===== src/rtl/cl_conveyer_pkg.sv =====
// Shared types and constants for the conveyer sink: source priority tag,
// output FIFO depth and statistics counter width.
package cl_conveyer_pkg;

  typedef enum logic {
    PRI_LO = 1'b0,
    PRI_HI = 1'b1
  } conveyer_pri_e;

  localparam int CL_CONVEYER_SINK_DEPTH = 2;
  localparam int CL_STAT_W              = 32;

endpackage


===== src/rtl/cl_conveyer_sink_fifo.sv =====
// Two-entry output FIFO for the conveyer sink. The head entry drives the
// output directly, so out_data/out_user/out_valid all come from flops.
module cl_conveyer_sink_fifo
  import cl_conveyer_pkg::*;
#(
  parameter type T = logic [7:0]
) (
  input  logic clock_i,
  input  logic reset_i,
  input  logic push,
  input  T     push_data,
  input  logic push_user,
  output logic space,
  output T     out_data,
  output logic out_user,
  output logic out_valid,
  input  logic out_ready
);

  localparam int CNT_W = $clog2(CL_CONVEYER_SINK_DEPTH + 1);

  typedef struct packed {
    T     data;
    logic user;
  } entry_t;

  entry_t             head;
  entry_t             tail;
  entry_t             push_entry;
  logic [CNT_W-1:0]   count;
  logic [CNT_W-1:0]   count_next;
  logic               pop;

  assign pop        = out_valid & out_ready;
  assign push_entry = '{data: push_data, user: push_user};

  // A full FIFO still has room when the head leaves in the same cycle.
  assign space = (count < CNT_W'(CL_CONVEYER_SINK_DEPTH)) |
                 ((count == CNT_W'(CL_CONVEYER_SINK_DEPTH)) & pop);

  // NOTE: give every always_comb output a default first so no latch is inferred.
  always_comb begin
    count_next = count;
    case ({push, pop})
      2'b10:   count_next = count + 1'b1;
      2'b01:   count_next = count - 1'b1;
      default: count_next = count;
    endcase
  end

  // NOTE: both entries are reset because the head entry is the visible output,
  // which must read zero after reset; the storage is only two words.
  always_ff @(posedge clock_i) begin
    if (!reset_i) begin
      count     <= '0;
      out_valid <= 1'b0;
      head      <= '0;
      tail      <= '0;
    end else begin
      // NOTE: sequential state uses non-blocking assignments only.
      count     <= count_next;
      out_valid <= (count_next != '0);
      case (count)
        CNT_W'(0): begin
          if (push) head <= push_entry;
        end
        CNT_W'(1): begin
          if (push && pop) head <= push_entry;
          else if (push)   tail <= push_entry;
        end
        default: begin
          if (pop)  head <= tail;
          if (push) tail <= push_entry;
        end
      endcase
    end
  end

  assign out_data = head.data;
  assign out_user = head.user;

endmodule


===== src/rtl/cl_conveyer_sink.sv =====
// Conveyer chain terminal: merges hi/lo priority streams into one AXI-Stream
// with bounded hi bursts. Optional counters under CL_CONVEYER_SINK_STATS_EN.
module cl_conveyer_sink
  import cl_conveyer_pkg::*;
#(
  parameter type T            = logic [7:0],
  parameter int  MAX_HI_BURST = 4
) (
  input  logic clock_i,
  input  logic reset_i,
  input  T     in_hi_pri_tdata,
  input  logic in_hi_pri_tvalid,
  output logic in_hi_pri_tready,
  input  T     in_lo_pri_tdata,
  input  logic in_lo_pri_tvalid,
  output logic in_lo_pri_tready,
  output T     out_tdata,
  output logic out_tuser,
  output logic out_tvalid,
  input  logic out_tready
`ifdef CL_CONVEYER_SINK_STATS_EN
  ,
  output logic [CL_STAT_W-1:0] hi_count_o,
  output logic [CL_STAT_W-1:0] lo_count_o,
  output logic [CL_STAT_W-1:0] stall_count_o
`endif
);

  localparam int BC_W = (MAX_HI_BURST > 0) ? $clog2(MAX_HI_BURST + 1) : 1;
  localparam logic [BC_W-1:0] BC_MAX = BC_W'(MAX_HI_BURST);

  logic            space;
  logic            grant_hi;
  logic            grant_lo;
  logic            lo_turn;
  logic            hi_hs;
  logic            lo_hs;
  logic            push;
  T                push_data;
  conveyer_pri_e   src;
  logic [BC_W-1:0] bc;

  // Low wins a contested cycle only once high has used up its burst allowance.
  assign lo_turn  = (MAX_HI_BURST != 0) && (bc == BC_MAX);
  assign grant_hi = in_hi_pri_tvalid & ~(in_lo_pri_tvalid & lo_turn);
  assign grant_lo = in_lo_pri_tvalid & ~grant_hi;

  // Readies are held low during reset so nothing is accepted in that cycle.
  assign in_hi_pri_tready = reset_i & space & grant_hi;
  assign in_lo_pri_tready = reset_i & space & grant_lo;

  assign hi_hs     = in_hi_pri_tvalid & in_hi_pri_tready;
  assign lo_hs     = in_lo_pri_tvalid & in_lo_pri_tready;
  assign push      = hi_hs | lo_hs;
  assign src       = grant_hi ? PRI_HI : PRI_LO;
  assign push_data = grant_hi ? in_hi_pri_tdata : in_lo_pri_tdata;

  always_ff @(posedge clock_i) begin
    if (!reset_i) begin
      bc <= '0;
    end else if (lo_hs || !in_lo_pri_tvalid) begin
      bc <= '0;
    end else if (hi_hs && (bc != BC_MAX)) begin
      bc <= bc + 1'b1;
    end
  end

  cl_conveyer_sink_fifo #(
    .T (T)
  ) u_fifo (
    .clock_i   (clock_i),
    .reset_i   (reset_i),
    .push      (push),
    .push_data (push_data),
    .push_user (logic'(src)),
    .space     (space),
    .out_data  (out_tdata),
    .out_user  (out_tuser),
    .out_valid (out_tvalid),
    .out_ready (out_tready)
  );

`ifdef CL_CONVEYER_SINK_STATS_EN
  always_ff @(posedge clock_i) begin
    if (!reset_i) begin
      hi_count_o    <= '0;
      lo_count_o    <= '0;
      stall_count_o <= '0;
    end else begin
      if (hi_hs)                     hi_count_o    <= hi_count_o + 1'b1;
      if (lo_hs)                     lo_count_o    <= lo_count_o + 1'b1;
      if (out_tvalid && !out_tready) stall_count_o <= stall_count_o + 1'b1;
    end
  end
`endif

endmodule


===== config.mk =====
export PLATFORM = sky130hd
export DESIGN_NAME = cl_conveyer_sink
export DESIGN_NICKNAME = d
export VERILOG_FILES = /design/src/rtl/cl_conveyer_pkg.sv /design/src/rtl/cl_conveyer_sink_fifo.sv /design/src/rtl/cl_conveyer_sink.sv
export SDC_FILE = /design/constraint.sdc
export NUM_CORES = 1
export LEC_CHECK = 0
export ABC_CLOCK_PERIOD_IN_PS = 3450
export CORE_MARGIN = 5
export CORE_UTILIZATION = 29
export DETAILED_ROUTE_END_ITERATION = 10
export HOLD_SLACK_MARGIN = 0.05
export PLACE_DENSITY = 0.5
export SLEW_MARGIN = 15
export SYNTH_ARGS = -nofsm -noshare
export SYNTH_HDL_FRONTEND = slang
export SYNTH_SLANG_ARGS = --single-unit

===== constraint.sdc =====
create_clock -name clock_i -period 3.45 [get_ports clock_i]
set_input_delay 0.5175 -clock clock_i [delete_from_list [all_inputs] [get_ports clock_i]]
set_output_delay 0.5175 -clock clock_i [all_outputs]
set_load 0.005 [all_outputs]

==> qor.txt <==
CTS resizes: 0
Crit Path Max Fanout: 21
Sw Ratio: 36.82%
Req. time, crit path: 2.93 ns
Routed length per instance: 13.98 um
Boundary Pins: 33
Syn Area/Cell: 8.476 sq um
Die height: 81.93 um
Syn Nets: 206
Sum Neg Setup Slack: 0 ns
EDFF count, synth: 0
Max H-tree Level: 1
Outcome: finished, final reports clean
Finish-stage setup viols: 0
Reg2reg setup slack: 0.82 ns
Worst Min Path Start: u_fifo.out_user$_SDFFE_PN0P_
Fin crit share: 84.27%
Nets: 235
RR Endpoint: u_fifo.tail[1]$_SDFFE_PN0P_
Slew Viols, Final: 0
CTS Buffer Depth: 2
Worst Path Buf+Inv: 3
Initial drt markers: 48
CTS buffer count: 3
Commonest non-fill, non-tap cell in the layout: clkdlybuf4s50_1
Logic pwr share: 45.9%
Root Buffer: clkbuf_8
CP Capture Type: output port
DIE WIDTH: 81.93 um
# diodes: 0
Max_slew headroom: 60.71%
Dpl hpwl: 2745 um
Placed cells: 271
Final Hold Viols: 0
Reg power frac: 33.7%
Buffers on Ports: 32
Worst stage delay on the critical path: 0.51 ns
RSZ-0062 raised after global routing: no
Rows: 26
Via Count: 1341
Post-synthesis cell count: 177
Number of cells on the worst reg-to-reg path: 11
Final ANT Viol Nets: 0
Maximum number of pins on one net before global-route repair: 31
Minimum clock period: 2.907 ns
Crit-path leading delay family: buffers and inverters
DR vias/cell: 4.876
Initial core utilization: 29.56%
Total global-route track usage: 12.01%
Worst r2r src: u_fifo.count[0]$_SDFF_PN0_
DIE AREA: 0.006712 sq mm
Layout cell share with drive strength beyond 1: 13.66%
CTS clk-pin slew, worst paths: 0.09 ns
Core area: 0.005075 sq mm
Hold EP: u_fifo.out_user$_SDFFE_PN0P_
Max VDD drop: 254.0 uV
Commonest cells after routing, fill and taps aside: clkdlybuf4s50_1 (32), dfxtp_1 (24), a21oi_1 (19), o21ai_0 (18), nand2_1 (13)
TritonCTS clock tree: done
First-pass GRT wire length: 6265 um
Post-Syn Area: 0.001500 sq mm
Critical path launch point type: input port
Achievable frequency: 0.3440 GHz
Gp weighted congestion: 0.7576
P per Cell Area: 635.1 mW/mm^2
Layout area overhead: 29.94%
Fin Clk Skew: 0.002720 ns
CP Cell Sequence: clkdlybuf4s50_1 -> buf_4 -> and2_1 -> nor2b_1 -> clkdlybuf4s50_1
Switching power total: 0.4558 mW
Hold-fix buffers, CTS: 0
Pleak: 0.7133 nW
Worst slew pin tran: 0.5894 ns
Vias in the first global route: 1272
Fin Hold WS: 0.4670 ns
Number of detailed-route iterations in the first pass: 4
Crit path DAT: 2.39 ns
Setup CP Type: input port to output port
Clock Latency Late Sink: 0.27 ns
Clock power share: 20.4%
Crit-path most repeated cell: clkdlybuf4s50_1
Hold crit path type: register to register
Residual DRC: 0
Cell variety after synth: 37
Max-cap violations: 0
Post-CTS Setup Inserts: 0
WL final: 3845 um
Seq cells post-synth: 24
Slowest-stage cell, CP: clkdlybuf4s50_1
Post-synth ARST share: 0%
Yosys warning total: 0
Register area share after synthesis: 32.03%
Total gr overflow: 0
Initial antenna violation count: 0
Synth Flop Type: dfxtp_1
CTS Sinks: 24
Final std cells w/o fill: 275
Hold depth: 2
Internal power: 0.7821 mW
cell usage after synthesis, types with 2 or more instances:
cell      instances  share of area, %
ha_1              8               6.7
mux2i_1           3               2.0
a211oi_1          2               1.0
a21boi_0          8               4.0
buf_2             6               2.0
nor2_1            5               1.3
o211ai_2          8               6.7
nand4_1           8               3.3
a21oi_1          19               6.3
nand2_1          13               3.3
clkbuf_1          4               1.0
and3_1            2              0.83
inv_1             9               2.3
o22ai_1           8               3.3
o21ai_2           2               1.2
dfxtp_1          24                32
or2_2             2              0.83
nor2b_1           2              0.83
nand3_1           9               3.0
o21ai_0          18               6.0
routing by layer:
layer,global-route usage (%),routed length [um]
met4,5.482,49
met2,16.80,1704
met1,17.86,1945
met5,0,0
met3,1.645,145
area by class of cell:
cell class	instances	area, sq um
Clock buffer	3	41.29
Timing Repair Buffer	36	350.3
Sequential cell	24	480.5
Inverter	9	33.78
Clock inverter	1	30.03
Fill cell	560	3126
Multi-Input combinational cell	132	925.9
Tap cell	70	87.58
cell families after synthesis:
logic type / count (synthesis) / synth area share (%)
AO/OA/AOI/OAI: 72 / 35.45
AND/OR/NAND/NOR: 48 / 17.02
flip-flops: 24 / 32.03
buffers and inverters: 21 / 6.255
adder cells (fa/ha/maj): 8 / 6.672
multiplexers: 3 / 2.002
XOR/XNOR: 1 / 0.5839
power groups by stage:
stage / Sequential [mW] / Combinational (mW) / Clock, mW
6_report: 0.418 / 0.568 / 0.252
2_1_floorplan: 0.419 / 0.357 / 0
3_5_place_dp: 0.422 / 0.568 / 0
4_1_cts: 0.417 / 0.573 / 0.263
3_3_place_gp: 0.425 / 0.569 / 0
5_1_grt: 0.427 / 0.628 / 0.271
how the worst max path moves through the flow:
stage | startpoint | endpoint | slack (ns) | cells past startpoint
after global placement | in_hi_pri_tvalid | in_hi_pri_tready | 0.51 | 5
after detailed placement | in_lo_pri_tvalid | u_fifo.tail[1]$_SDFFE_PN0P_ | 0.49 | 9
after CTS | in_hi_pri_tvalid | in_hi_pri_tready | 0.53 | 5
final | in_hi_pri_tvalid | in_hi_pri_tready | 0.54 | 5
after global routing | in_hi_pri_tvalid | in_hi_pri_tready | 0.41 | 5
after floorplan | u_fifo.count[0]$_SDFF_PN0_ | u_fifo.tail[6]$_SDFFE_PN0P_ | 1.22 | 11
registers in the layout (all words and copies together), names as in the netlist:
name	cells
u_fifo.out_data	8
u_fifo.tail	9
u_fifo.out_valid	1
bc	3
u_fifo.out_user	1
u_fifo.count	2
tightest hold or removal path, cell delays in order, from the launching register on:
cell and delay (ns):
dfxtp_1 0.32, nand2_1 0.05, mux2i_1 0.06
through the flow:
step | total power [mW] | worst slack [ns] | util [%] | instance area (sq um)
5_1_grt | 1.325 | 0.4142 | 38.41 | 1949
6_report | 1.238 | 0.5428 | 38.41 | 1949
3_3_place_gp | 0.9941 | 0.5105 | 37.01 | 1878
4_1_cts | 1.254 | 0.5329 | 38.41 | 1949
3_5_place_dp | 0.9900 | 0.4882 | 37.01 | 1878
2_1_floorplan | 0.7762 | 1.217 | - | 1500
Power figures use the tool's default switching activity.
